## src/rtl/i2c_target_regs_if.sv

```systemverilog
// i2c_target_regs_if: open-drain I2C pins plus the register-file port of the I2C target
interface i2c_target_regs_if #(parameter int REG_AW = 4);
    logic              scl_in;
    logic              sda_in;
    logic              sda_oe;
    logic [REG_AW-1:0] reg_addr;
    logic [7:0]        reg_wdata;
    logic              reg_we;
    logic              reg_re;
    logic [7:0]        reg_rdata;
    logic              busy;
    modport slave  (input scl_in, sda_in, reg_rdata, output sda_oe, reg_addr, reg_wdata, reg_we, reg_re, busy);
    modport master (output scl_in, sda_in, reg_rdata, input sda_oe, reg_addr, reg_wdata, reg_we, reg_re, busy);
endinterface

```

## src/rtl/i2c_target_regs.sv

```systemverilog
// i2c_target_regs: oversampled I2C target giving an external controller access to a register file
module i2c_target_regs #(
    parameter logic [6:0] DEV_ADDR = 7'h70,
    parameter int         REG_AW   = 4
) (
    input logic              clk,
    input logic              rst_n,
    i2c_target_regs_if.slave bus
);
    typedef enum logic [3:0] {IDLE, ADDR, ADDR_ACK, PTR, PTR_ACK, WDATA, WDATA_ACK, RDATA, RD_ACK} state_t;
    state_t            r_state;
    logic [2:0]        r_scl, r_sda;
    logic [3:0]        r_cnt;
    logic [7:0]        r_shift;
    logic              r_rw, r_ack, r_sda_oe, r_we, r_re, r_busy;
    logic [REG_AW-1:0] r_addr;
    logic [7:0]        r_wdata;
    logic              w_scl_rise, w_scl_fall, w_start, w_stop, w_byte, w_rx, w_match;
    assign w_scl_rise = r_scl[1] & ~r_scl[2];
    assign w_scl_fall = ~r_scl[1] & r_scl[2];
    assign w_start    = r_scl[1] & r_scl[2] & ~r_sda[1] & r_sda[2];
    assign w_stop     = r_scl[1] & r_scl[2] & r_sda[1] & ~r_sda[2];
    assign w_byte     = r_cnt == 4'd8;
    assign w_rx       = r_state == ADDR || r_state == PTR || r_state == WDATA;
    assign w_match    = r_shift[7:1] == DEV_ADDR;
    assign bus.sda_oe    = r_sda_oe;
    assign bus.reg_addr  = r_addr;
    assign bus.reg_wdata = r_wdata;
    assign bus.reg_we    = r_we;
    assign bus.reg_re    = r_re;
    assign bus.busy      = r_busy;
    // Read bytes load one clk after the SCL_FALL that pulses reg_re, so reg_rdata reflects the updated pointer
    always_ff @(posedge clk or negedge rst_n) begin
        if (!rst_n) begin
            r_state  <= IDLE;
            r_scl    <= 3'b111;
            r_sda    <= 3'b111;
            r_cnt    <= '0;
            r_shift  <= '0;
            r_rw     <= 1'b0;
            r_ack    <= 1'b0;
            r_sda_oe <= 1'b0;
            r_we     <= 1'b0;
            r_re     <= 1'b0;
            r_busy   <= 1'b0;
            r_addr   <= '0;
            r_wdata  <= '0;
        end else begin
            r_scl <= {r_scl[1:0], bus.scl_in};
            r_sda <= {r_sda[1:0], bus.sda_in};
            r_we  <= 1'b0;
            r_re  <= 1'b0;
            if (w_start) begin
                r_state  <= ADDR;
                r_cnt    <= '0;
                r_sda_oe <= 1'b0;
                r_busy   <= 1'b0;
            end else if (w_stop) begin
                r_state  <= IDLE;
                r_sda_oe <= 1'b0;
                r_busy   <= 1'b0;
            end else if (w_rx && w_scl_rise) begin
                r_shift <= {r_shift[6:0], r_sda[1]};
                r_cnt   <= r_cnt + 4'd1;
            end else if (r_state == RD_ACK && w_scl_rise) begin
                r_ack <= ~r_sda[1];
            end else if (r_state == RDATA && r_re) begin
                r_shift  <= bus.reg_rdata;
                r_sda_oe <= ~bus.reg_rdata[7];
                r_cnt    <= '0;
            end else if (w_scl_fall) begin
                case (r_state)
                    ADDR: if (w_byte) begin
                        r_state  <= w_match ? ADDR_ACK : IDLE;
                        r_sda_oe <= w_match;
                        r_busy   <= w_match;
                        r_rw     <= r_shift[0];
                    end
                    ADDR_ACK: begin
                        r_state  <= r_rw ? RDATA : PTR;
                        r_sda_oe <= 1'b0;
                        r_re     <= r_rw;
                        r_cnt    <= '0;
                    end
                    PTR: if (w_byte) begin
                        r_addr   <= r_shift[REG_AW-1:0];
                        r_sda_oe <= 1'b1;
                        r_state  <= PTR_ACK;
                    end
                    PTR_ACK: begin
                        r_sda_oe <= 1'b0;
                        r_cnt    <= '0;
                        r_state  <= WDATA;
                    end
                    WDATA: if (w_byte) begin
                        r_wdata  <= r_shift;
                        r_we     <= 1'b1;
                        r_sda_oe <= 1'b1;
                        r_state  <= WDATA_ACK;
                    end
                    WDATA_ACK: begin
                        r_sda_oe <= 1'b0;
                        r_cnt    <= '0;
                        r_addr   <= r_addr + REG_AW'(1);
                        r_state  <= WDATA;
                    end
                    RDATA: begin
                        r_state  <= r_cnt == 4'd7 ? RD_ACK : RDATA;
                        r_sda_oe <= r_cnt == 4'd7 ? 1'b0 : ~r_shift[6];
                        r_shift  <= {r_shift[6:0], 1'b0};
                        r_cnt    <= r_cnt + 4'd1;
                    end
                    RD_ACK: begin
                        r_state  <= r_ack ? RDATA : IDLE;
                        r_busy   <= r_ack;
                        r_re     <= r_ack;
                        r_sda_oe <= 1'b0;
                        r_addr   <= r_ack ? r_addr + REG_AW'(1) : r_addr;
                    end
                    default: ;
                endcase
            end
        end
    end
endmodule
```

## src/flat_wrapper.sv

```systemverilog
// flat-port wrapper written by rule: the top's interface ports become plain ports
module i2c_target_regs_flat 
#(
    parameter logic [6:0] DEV_ADDR = 7'h70,
    parameter int         REG_AW   = 4
)
  (clk, rst_n, bus_scl_in, bus_sda_in, bus_reg_rdata, bus_sda_oe, bus_reg_addr, bus_reg_wdata, bus_reg_we, bus_reg_re, bus_busy);
  i2c_target_regs_if #(.REG_AW(REG_AW)) bus_i ();
  input logic clk;
  input logic rst_n;
  input wire logic [$bits(bus_i.scl_in)-1:0] bus_scl_in;
  input wire logic [$bits(bus_i.sda_in)-1:0] bus_sda_in;
  input wire logic [$bits(bus_i.reg_rdata)-1:0] bus_reg_rdata;
  output wire logic [$bits(bus_i.sda_oe)-1:0] bus_sda_oe;
  output wire logic [$bits(bus_i.reg_addr)-1:0] bus_reg_addr;
  output wire logic [$bits(bus_i.reg_wdata)-1:0] bus_reg_wdata;
  output wire logic [$bits(bus_i.reg_we)-1:0] bus_reg_we;
  output wire logic [$bits(bus_i.reg_re)-1:0] bus_reg_re;
  output wire logic [$bits(bus_i.busy)-1:0] bus_busy;
  assign bus_i.scl_in = bus_scl_in;
  assign bus_i.sda_in = bus_sda_in;
  assign bus_i.reg_rdata = bus_reg_rdata;
  assign bus_sda_oe = bus_i.sda_oe;
  assign bus_reg_addr = bus_i.reg_addr;
  assign bus_reg_wdata = bus_i.reg_wdata;
  assign bus_reg_we = bus_i.reg_we;
  assign bus_reg_re = bus_i.reg_re;
  assign bus_busy = bus_i.busy;
  i2c_target_regs #(.DEV_ADDR(DEV_ADDR), .REG_AW(REG_AW)) u_core (.clk(clk), .rst_n(rst_n), .bus(bus_i));
endmodule
```

## config.mk

```make
export PLATFORM = sky130hd
export DESIGN_NAME = i2c_target_regs_flat
export DESIGN_NICKNAME = d
export VERILOG_FILES = /design/src/rtl/i2c_target_regs_if.sv /design/src/rtl/i2c_target_regs.sv /design/src/flat_wrapper.sv
export SDC_FILE = /design/constraint.sdc
export NUM_CORES = 1
export LEC_CHECK = 0
export BUFFER_PORTS_ARGS = -buffer_cell sky130_fd_sc_hd__buf_4
export CORE_MARGIN = 8
export CORE_UTILIZATION = 25
export DETAILED_ROUTE_END_ITERATION = 8
export GPL_TIMING_DRIVEN = 0
export HOLD_SLACK_MARGIN = 0.15
export SYNTH_ARGS = -nofsm -noshare
export SYNTH_HDL_FRONTEND = slang
export SYNTH_SLANG_ARGS = --single-unit
export TNS_END_PERCENT = 50
```

## constraint.sdc

```tcl
create_clock -name clk -period 3.4 [get_ports clk]
set_input_delay 0.17 -clock clk [delete_from_list [all_inputs] [get_ports clk]]
set_output_delay 0.17 -clock clk [all_outputs]
set_load 0.005 [all_outputs]
```

Word level (Yosys, flattened, before mapping):

Cells that the tools add are included.

* bits in latches: 0
* memory bits (writable): 0
* logic and storage cells: 146
* bits in read-only memories: 0
* flip-flop bits (word level): 40
* memories: 0
* bits of input ports: 12

* equal/unequal tests: 24
* shifts and indexed selects: 0
* bitwise operators: 18
* magnitude comparators: 0
* add/subtract/negate cells: 2
* div/mod/pow operators: 0
* reductions and logical operators: 28
* multipliers: 0
* multiplexer cells: 61

Operators by type and width (number)
* $mux 4: 18
* $mux 8: 5
* $mux 1: 29
* $pmux 4 s7: 1
* $reduce_and 8->1: 3
* $eq 4x3->1 const B: 5
* $ne 3x1->1 const B: 4
* $ne 4x1->1 const B: 3
* $pmux 4 s3: 1
* $reduce_and 6->1: 2
* $reduce_bool 3->1: 4
* $reduce_bool 4->1: 3
* $not 1->1: 11
* $reduce_and 9->1: 1
* $reduce_bool 9->1: 1
* $add 4x1->4 const B: 2
* $eq 4x2->1 const B: 2
* $eq 4x4->1 const B: 2
* $ne 2x1->1 const B: 4
* $pmux 4 s2: 1
* $reduce_and 4->1: 2
* $and 1x1->1: 7
* $eq 7x7->1 const B: 1
* $reduce_bool 7->1: 1
* 14 further kinds: 20

Logic depth before layout (Yosys ltp):

Gate-level depths: netlist (run 1).

* depth after elaboration: 10
* depth in mapped cells: 8

Worst setup path before layout (run 1):

OpenSTA, ideal clock, no wires.

* path kind: flip-flop to flip-flop
* from: register u_core.r_state[1]
* to: register u_core.r_state[1]
* arrival: 1.872 ns
* cell stages (with the launch flop): 8
* slack: 1.452 ns
* setup time: 0.076 ns
* buffers on the path: 2
* required time: 3.324 ns
* period minus slack after synthesis: 1.948 ns
* cell sequence: dfrtp_1 > buf_6 > or4b_4 > buf_6 > o21a_4 > and2_4 > a2111o_1 > o21ai_2

* word-level cells in the longest chain between the ends: 9
* elaborated cells between the ends (all ways): 29
* those cells by class: eq/ne: 14; mux: 7; reduce/logical: 8

RTL lines
* from (decl): RTL line i2c_target_regs.sv:11 `state_t r_state;`
* from (signal assigned): RTL line i2c_target_regs.sv:74 `r_state <= w_match ? ADDR_ACK : IDLE;`
* from (signal assigned): RTL line i2c_target_regs.sv:80 `r_state <= r_rw ? RDATA : PTR;`
* from (signal assigned): RTL line i2c_target_regs.sv:108 `r_state <= r_cnt == 4'd7 ? RD_ACK : RDATA;`
* $eq 4x3->1: RTL line i2c_target_regs.sv:72 `case (r_state)`
* $reduce_or 2->1 (no line)
* $pmux 4 s7: RTL line i2c_target_regs.sv:72
* $mux 4: RTL line i2c_target_regs.sv:71 `end else if (w_scl_fall) begin`
* $mux 4: RTL line i2c_target_regs.sv:67 `end else if (r_state == RDATA && r_re) begin`
* $mux 4: RTL line i2c_target_regs.sv:65 `end else if (r_state == RD_ACK && w_scl_rise) begin`
* $mux 4: RTL line i2c_target_regs.sv:62 `end else if (w_rx && w_scl_rise) begin`
* $mux 4: RTL line i2c_target_regs.sv:58 `end else if (w_stop) begin`
* $mux 4: RTL line i2c_target_regs.sv:53 `if (w_start) begin`

Parallel ways exist; a longest one is shown, timed or not. The select of a mux whose other input is x is not followed.
A chain may end at the register's enable or synchronous reset.

Final worst setup path (run 1):

* from: register u_core.r_state[3]
* to: register u_core.r_shift[5]

* word-level cells in the longest chain between the ends: 6
* elaborated cells between the ends (all ways): 17
* those cells by class: eq/ne: 6; mux: 3; reduce/logical: 8

RTL lines
* $eq 4x1->1 / $eq 4x2->1 (equally long branches): RTL line i2c_target_regs.sv:24 `assign w_rx = r_state == ADDR || r_state == PTR || r_state == WDATA;`
* $logic_or 1x1->1 (2 in series): RTL line i2c_target_regs.sv:24
* $logic_and 1x1->1: RTL line i2c_target_regs.sv:62
* $ne 2x1->1 (no line) / $reduce_bool 3->1 (equally long branches)
* $reduce_and 5->1 (no line)
* to (signal assigned): RTL line i2c_target_regs.sv:63 `r_shift <= {r_shift[6:0], r_sda[1]};`
* to (signal assigned): RTL line i2c_target_regs.sv:68 `r_shift <= bus.reg_rdata;`
* to (signal assigned): RTL line i2c_target_regs.sv:110 `r_shift <= {r_shift[6:0], 1'b0};`
* to (decl): RTL line i2c_target_regs.sv:14 `logic [7:0] r_shift;`

Parallel ways exist; a longest one is shown, timed or not. The select of a mux whose other input is x is not followed.

==> impl_results.md, run 1 <==
- CP top delay family: simple AND/OR/NAND/NOR gates
- Global Route Usage Sum: 9.422%
- Detailed-route DRC error count: 0
- TritonRoute pass-1 iters: 4
- Routed WL per cell: between 10 and 15 um
- Post-detail-place hpwl: about 3700 um
- Largest net degree at the start of global routing: 41
- Clk network pwr share: approximately a third
- Placer Congestion: just under 0.9
- Compound-gate portion of the synthesized area: about a fifth
- Layout fillers: between 900 and 1,000
- Die area: around 12,000 sq um
- Largest family of logic cells by synthesized area: compound AO/OA/AOI/OAI gates
- Psw: roughly 0.4 mW
- Number of global-route vias before repair: about 1,800
- Vias per cell: around 4.9
- Total CTS buffers: 5
- Status: finished clean
- CTS tree: built
- Pleak: ~1.1 nW
- Die X-Extent: about 110 um
- CTS Buffer Depth: 2
- First-pass GRT wire length: around 9000 um
- Clk_skew: ~0.011 ns
- Main synth FF type: dfrtp_1
- Worst-path clk slew: roughly 0.080 ns
- Crit share post-route: between 60% and 70%
- Syn_area_per_cell: around 10 sq um
- Final setup margin: 1.220 ns
- Hold Path Depth: 3
- Worst path max stage delay: between 0.4 and 0.5 ns
- Crit path depth: 7
- Fin cells: approximately 360
- Sequential fraction of the synthesis area: between 40 and 50%
- CP max-delay cell: or3b_1
- Initial antenna violation count: 0
- Later-pin clock latency in the skew report: 0.29 ns
- Nets: 268
- Count leader, synth: dfrtp_1
- CTS root buf: clkbuf_8
- Synth cell count leaders: 34 x dfrtp_1, 20 x nor2_1, 17 x a21oi_1
- Worst Hold Class: primary input to flip-flop
- Post-synthesis async set-or-reset flop share: between 90% and 100%
- Syn Nets: roughly 230
- Synth Area in Simple Gates: between 15 and 20%
- Max_cap viols: 0
- Final WL: between 5000 and 6000 um
- Startpoint class of the critical path: flip-flop
- Count of different cell masters after synthesis: 58
- Rows: 34
- IO Count: 28
- Post-CTS Resized: 0
- Rel. slew slack: 51.01%
- Buf+Inv Stages, Crit Path: 2
- Core area: between 8000 and 9000 sq um
- Post-synth EDFFs: 0
- Worst-Margin Slew: approximately 0.73 ns
- F_max: approximately 460 MHz
- Cell breakdown of the critical path: nand2b_1 > clkbuf_1 > or3b_1 > a21oi_2 > buf_2 > nor2_1 > a21oi_1
- R2R Setup Slk: ~1.2 ns
- Clock sinks: 40
- Setup TNS: 0 ns
- Setup CP Type: flip-flop to flip-flop
- Port bufs: 27
- Type of element capturing the critical path: flip-flop
- H-tree depth: 2
- GRT overflow: 0
- Post-Synth Adder-Cell Area: approximately 1.7%
- VDD IR max: approximately 300 uV
- Critical Path AT: roughly 2.4 ns
- Fin. max-slew vios: 0
- Final Setup Violations: 0
- Post-synthesis register bit count: 40
- Area share of xor/xnor cells in the synthesized design: 0.8028%
- Die Y: around 110 um
- Minimum clock period: ~2.2 ns
- Place WS: 1.227 ns
- DR vias: ~1,800
- Share of cells above drive strength 1: approximately 25%
- DP Cell Count: ~350
- Antenna-violating nets left: 0
- Initial Util: 25.39%
- Mapped cell area: between 2000 and 2500 sq um
- Worst R2R Path Depth: 7
- Synthesis-to-layout area growth: 22.76%
- Util after Layout: around 31%
- Dominant cells by area after synthesis: dfrtp_1 39%, dfstp_2 7.2%, mux2i_1 5.0%
- Power Total: 1.336 mW
- Synth warnings: 0
- Comb pwr share: around a fifth
- Final hold vios: 0
- Internal Pwr Total: between 0.9 and 1 mW
- Sequential Power Share: between 40 and 50%
- Post-synth top area cell: dfrtp_1
- Top cell type's share of synthesized area: approximately two fifths
- WP data required: about 3.6 ns
- Switching share of power: between 20% and 30%
- RSZ-0062 raised after global routing: false
- Antenna Cells: 0
- PwrDens: between 400 and 500 nW/um^2
- Worst Path Max Fanout: 10
- Drt initial violations: roughly 130
- Mux contribution to synthesized area: 9.690%
- Gate Count Post-Synth: 216
## cell families after synthesis
family          after synthesis
mux                          20
compound gates               59
fa+ha+maj                     3
flops                        40
xor+xnor                      2
buf+inv                      20
simple gates                 72
## timing repair
action / 4_1_cts / 5_1_grt
setup buffers: 0 / 0
hold endpoints to repair: 36 / 0
hold buffers: 3 / 0
## worst register-to-register path, cell delays in order (launching register included)
cell	delay, ns
dfrtp_1	0.42
nand2b_1	0.15
clkbuf_1	0.20
or3b_1	0.47
a21oi_2	0.39
buf_2	0.31
nor2_1	0.06
a21oi_1	0.12
## power groups by stage
stage / Clock [mW] / Combinational (mW) / Sequential (mW)
floorplan: 0 / 0.203 / 0.594
global placement: 0 / 0.265 / 0.617
detailed placement: 0 / 0.268 / 0.619
CTS: 0.469 / 0.272 / 0.609
global route: 0.492 / 0.321 / 0.622
finish: 0.457 / 0.271 / 0.609
## cell type report
class                      count  area (sq um)  area share [%]
timing repair buffer          30         232.7           8.688
buffer                        12         66.31           2.475
inverter                       8         30.03           1.121
sequential                    40          1008           37.65
clock buffer                   5         68.82           2.569
clock inverter                 2         60.06           2.242
multi-input combinational    156          1077           40.21
tap                          108         135.1           5.044
## state kept, by name (all words and copies together) (netlist names)
signal / flops
u_core.r_sda: 3
u_core.bus.reg_wdata: 8
u_core.bus.sda_oe: 1
u_core.r_scl: 3
u_core.bus.reg_re: 1
u_core.bus.reg_addr: 4
u_core.bus.busy: 1
u_core.r_ack: 1
u_core.r_cnt: 4
u_core.r_rw: 1
u_core.r_state: 4
u_core.r_shift: 8
u_core.bus.reg_we: 1
## metal layers
metal  vias to the layer above  part of all wire, %  track usage [%]
met2                        40                   47            14.38
met4                         0                  1.4            2.700
li1                        862                    -                -
met3                         8                  5.1            2.403
met1                       859                   46            12.82
met5                         -                    0                0
## stage by stage
stage | hold slack [ns] | instance area, sq um
after floorplan | -0.1256 | 2182
after global placement | 0.1784 | 2520
after detailed placement | 0.1821 | 2520
after CTS | 0.1715 | 2679
after global routing | 0.1763 | 2679
final | 0.1794 | 2679
## worst paths after layout
check / endpoint / start
max: u_core.r_shift[5]$_DFFE_PN0P_ / u_core.r_state[3]$_DFFE_PN0P_
min: u_core.r_shift[2]$_DFFE_PN0P_ / bus_reg_rdata[2]
max reg2reg: u_core.r_shift[5]$_DFFE_PN0P_ / u_core.r_state[3]$_DFFE_PN0P_
min reg2reg: u_core.r_scl[1]$_DFF_PN1_ / u_core.r_scl[0]$_DFF_PN1_
max in group asynchronous: u_core.r_scl[0]$_DFF_PN1_ / rst_n
min in group asynchronous: u_core.bus.reg_addr[3]$_DFFE_PN0P_ / rst_n
## cell usage in the layout (no fill, tap or decap), drive strengths merged, types with 8 or more instances in the layout
cell type	count
dfrtp	34
a21oi	19
mux2	9
inv	8
o21ai	16
buf	34
nand2	13
nor2	20
mux2i	11
clkbuf	10
Note: power is estimated with default switching activity, not from simulation.
==> run 2, diff against run 1 <==
==> constraint.sdc (replaced) <==
create_clock -name clk -period 1.9 [get_ports clk]
set_input_delay 0.095 -clock clk [delete_from_list [all_inputs] [get_ports clk]]
set_output_delay 0.095 -clock clk [all_outputs]
set_load 0.005 [all_outputs]
==> run 2 against run 1 <==
  * The run now ends with setup timing left
  * Worst hold slack better by 0.13 ns
  * Sequential share of layout area is 3.8 points lower
  * Non-clock buffer count is 18 higher
  * Worst setup slack worse by 1.2 ns
  * Final area is 11% higher
  * Sequential cell count stayed put
  * Largest cell class unchanged
  * Highest routed layer unchanged
==> impl_results.md, run 2 (synthesized netlist as in run 1, its figures left out) <==
- Status: finished with violations
- Failing checks: setup timing
- Switching share of power: about a third
- Pleak: approximately 1.2 nW
- CTS root buf: clkbuf_8
- Layout fillers: about 880
- Largest net degree at the start of global routing: a little over 40
- Final Setup Violations: 2
- Type of element capturing the critical path: flip-flop
- Nets: roughly 290
- Power Total: roughly 2.4 mW
- Initial antenna violation count: 0
- Die X-Extent: around 110 um
- Final setup margin: -0.02504 ns
- Global Route Usage Sum: ~9.8%
- Rel. slew slack: 64.05%
- Clk network pwr share: about 29%
- Worst Setup SP: u_core.r_state[1]$_DFFE_PN0P_
- Core area: about 8600 sq um
- Comb pwr share: about a quarter
- First-pass GRT wire length: 9466 um
- Internal Pwr Total: between 1.5 and 2 mW
- Total CTS buffers: 5
- CTS Buffer Depth: 2
- Initial Util: between 20% and 30%
- DR vias: roughly 1,900
- Final hold vios: 0
- Clk_skew: around 0.0093 ns
- Startpoint class of the critical path: flip-flop
- Worst-path clk slew: 0.08 ns
- Setup TNS: -0.03540 ns
- RSZ-0062 raised after global routing: true
- Clock sinks: 40
- Commonest non-fill, non-tap cells in the layout: 42 x buf_4, 33 x dfrtp_1, 18 x nor2_1
- F_max: ~520 MHz
- Crit share post-route: 101.3%
- Antenna Cells: 0
- Worst Hold Class: primary input to asynchronous set/reset pin
- Max_cap viols: 0
- IO Count: 28
- Vias per cell: around 5
- Die Y: approximately 110 um
- Place WS: -0.2799 ns
- Synthesis-to-layout area growth: 36.58%
- Fin. max-slew vios: 0
- Minimum hold slack: between 0.3 and 0.4 ns
- Util after Layout: a little over a third
- H-tree depth: 2
- Worst-Margin Slew: 0.5387 ns
- Die area: around 12,000 sq um
- Placer Congestion: around 0.9
- VDD IR max: slightly below 500 uV
- Port bufs: 27
- WP data required: roughly 2.1 ns
- TritonRoute pass-1 iters: 4
- Antenna-violating nets left: 0
- Routed WL per cell: 15.88 um
- Critical Path AT: around 2.2 ns
- Detailed-route DRC error count: 0
- Post-detail-place hpwl: approximately 3800 um
- Rows: 34
- Minimum clock period: 1.925 ns
- Psw: around 0.8 mW
- CTS tree: built
- Commonest non-fill, non-tap cell in the layout: buf_4
- Later-pin clock latency in the skew report: 0.30 ns
- Worst Path Max Fanout: 6
- Drt initial violations: 188
- Share of cells above drive strength 1: a little under two fifths
- Setup CP Type: flip-flop to flip-flop
- Number of global-route vias before repair: approximately 1,800
- PwrDens: a little over 800 nW/um^2
- GRT overflow: 0
- RR Startpoint: u_core.r_state[1]$_DFFE_PN0P_
- Final WL: just over 6000 um
- Sequential Power Share: a little under half
==> run 2: power groups by stage <==
stage	logic, mW	registers, mW	clock network, mW
after floorplan	0.362	1.06	0
after global placement	0.465	1.10	0
after detailed placement	0.475	1.11	0
after CTS	0.512	1.09	0.706
after global routing	0.682	1.13	0.739
final	0.609	1.10	0.696
==> run 2: layout make-up <==
cell class / count / area, sq um / share of cell area [%]
Buffer: 7 / 46.29 / 1.553
Clock buffer: 6 / 72.57 / 2.435
Clock inverter: 2 / 35.03 / 1.175
Inverter: 8 / 30.03 / 1.008
Multi-Input combinational cell: 157 / 1216 / 40.81
Sequential cell: 40 / 1010 / 33.88
Tap cell: 108 / 135.1 / 4.534
Timing Repair Buffer: 53 / 435.4 / 14.61
==> run 2: critical path: stages, from the launching register on <==
cell and delay, ns:
dfrtp_1 0.38, buf_6 0.13, or4b_4 0.56, o21a_4 0.16
or4b_1 0.47, o21ai_1 0.15
==> run 2: worst paths after layout <==
path / to / slack (ns) / cells after the start
min in group clk: u_core.r_sda[1]$_DFF_PN1_ / 0.36 / 0
hold / removal: u_core.r_cnt[0]$_DFFE_PN0P_ / 0.31 / 2
hold reg to reg: u_core.r_sda[1]$_DFF_PN1_ / 0.36 / 0
setup / recovery: u_core.r_state[3]$_DFFE_PN0P_ / -0.03 / 5
max in group asynchronous: u_core.r_state[2]$_DFFE_PN0P_ / 1.21 / 2
setup reg to reg: u_core.r_state[3]$_DFFE_PN0P_ / -0.03 / 5
==> run 2: what timing repair did <==
| item | CTS | global route |
|---|---|---|
| resized for setup | 9 | 32 |
| pin swaps | 3 | 9 |
| setup endpoints to repair | 28 | 30 |
| hold endpoints to repair | 50 | 0 |
| buffers inserted | 3 | 12 |
| hold buffers | 11 | 0 |
| cloned | 0 | 1 |
==> run 2: layer usage <==
layer	GRT usage, %	part of all wire [%]	vias up
met3	2.286	4.0	10
met4	3.857	1.7	0
li1	-	-	904
met1	13.25	44	929
met2	14.90	50	52
met5	0	0	-
==> run 2: stage by stage <==
| stage | cells | instance area, sq um |
|---|---|---|
| CTS | 370 | 2779 |
| global placement | 351 | 2520 |
| finish | 381 | 2980 |
| floorplan | 216 | 2182 |
| detailed placement | 351 | 2520 |
| global route | 381 | 2980 |
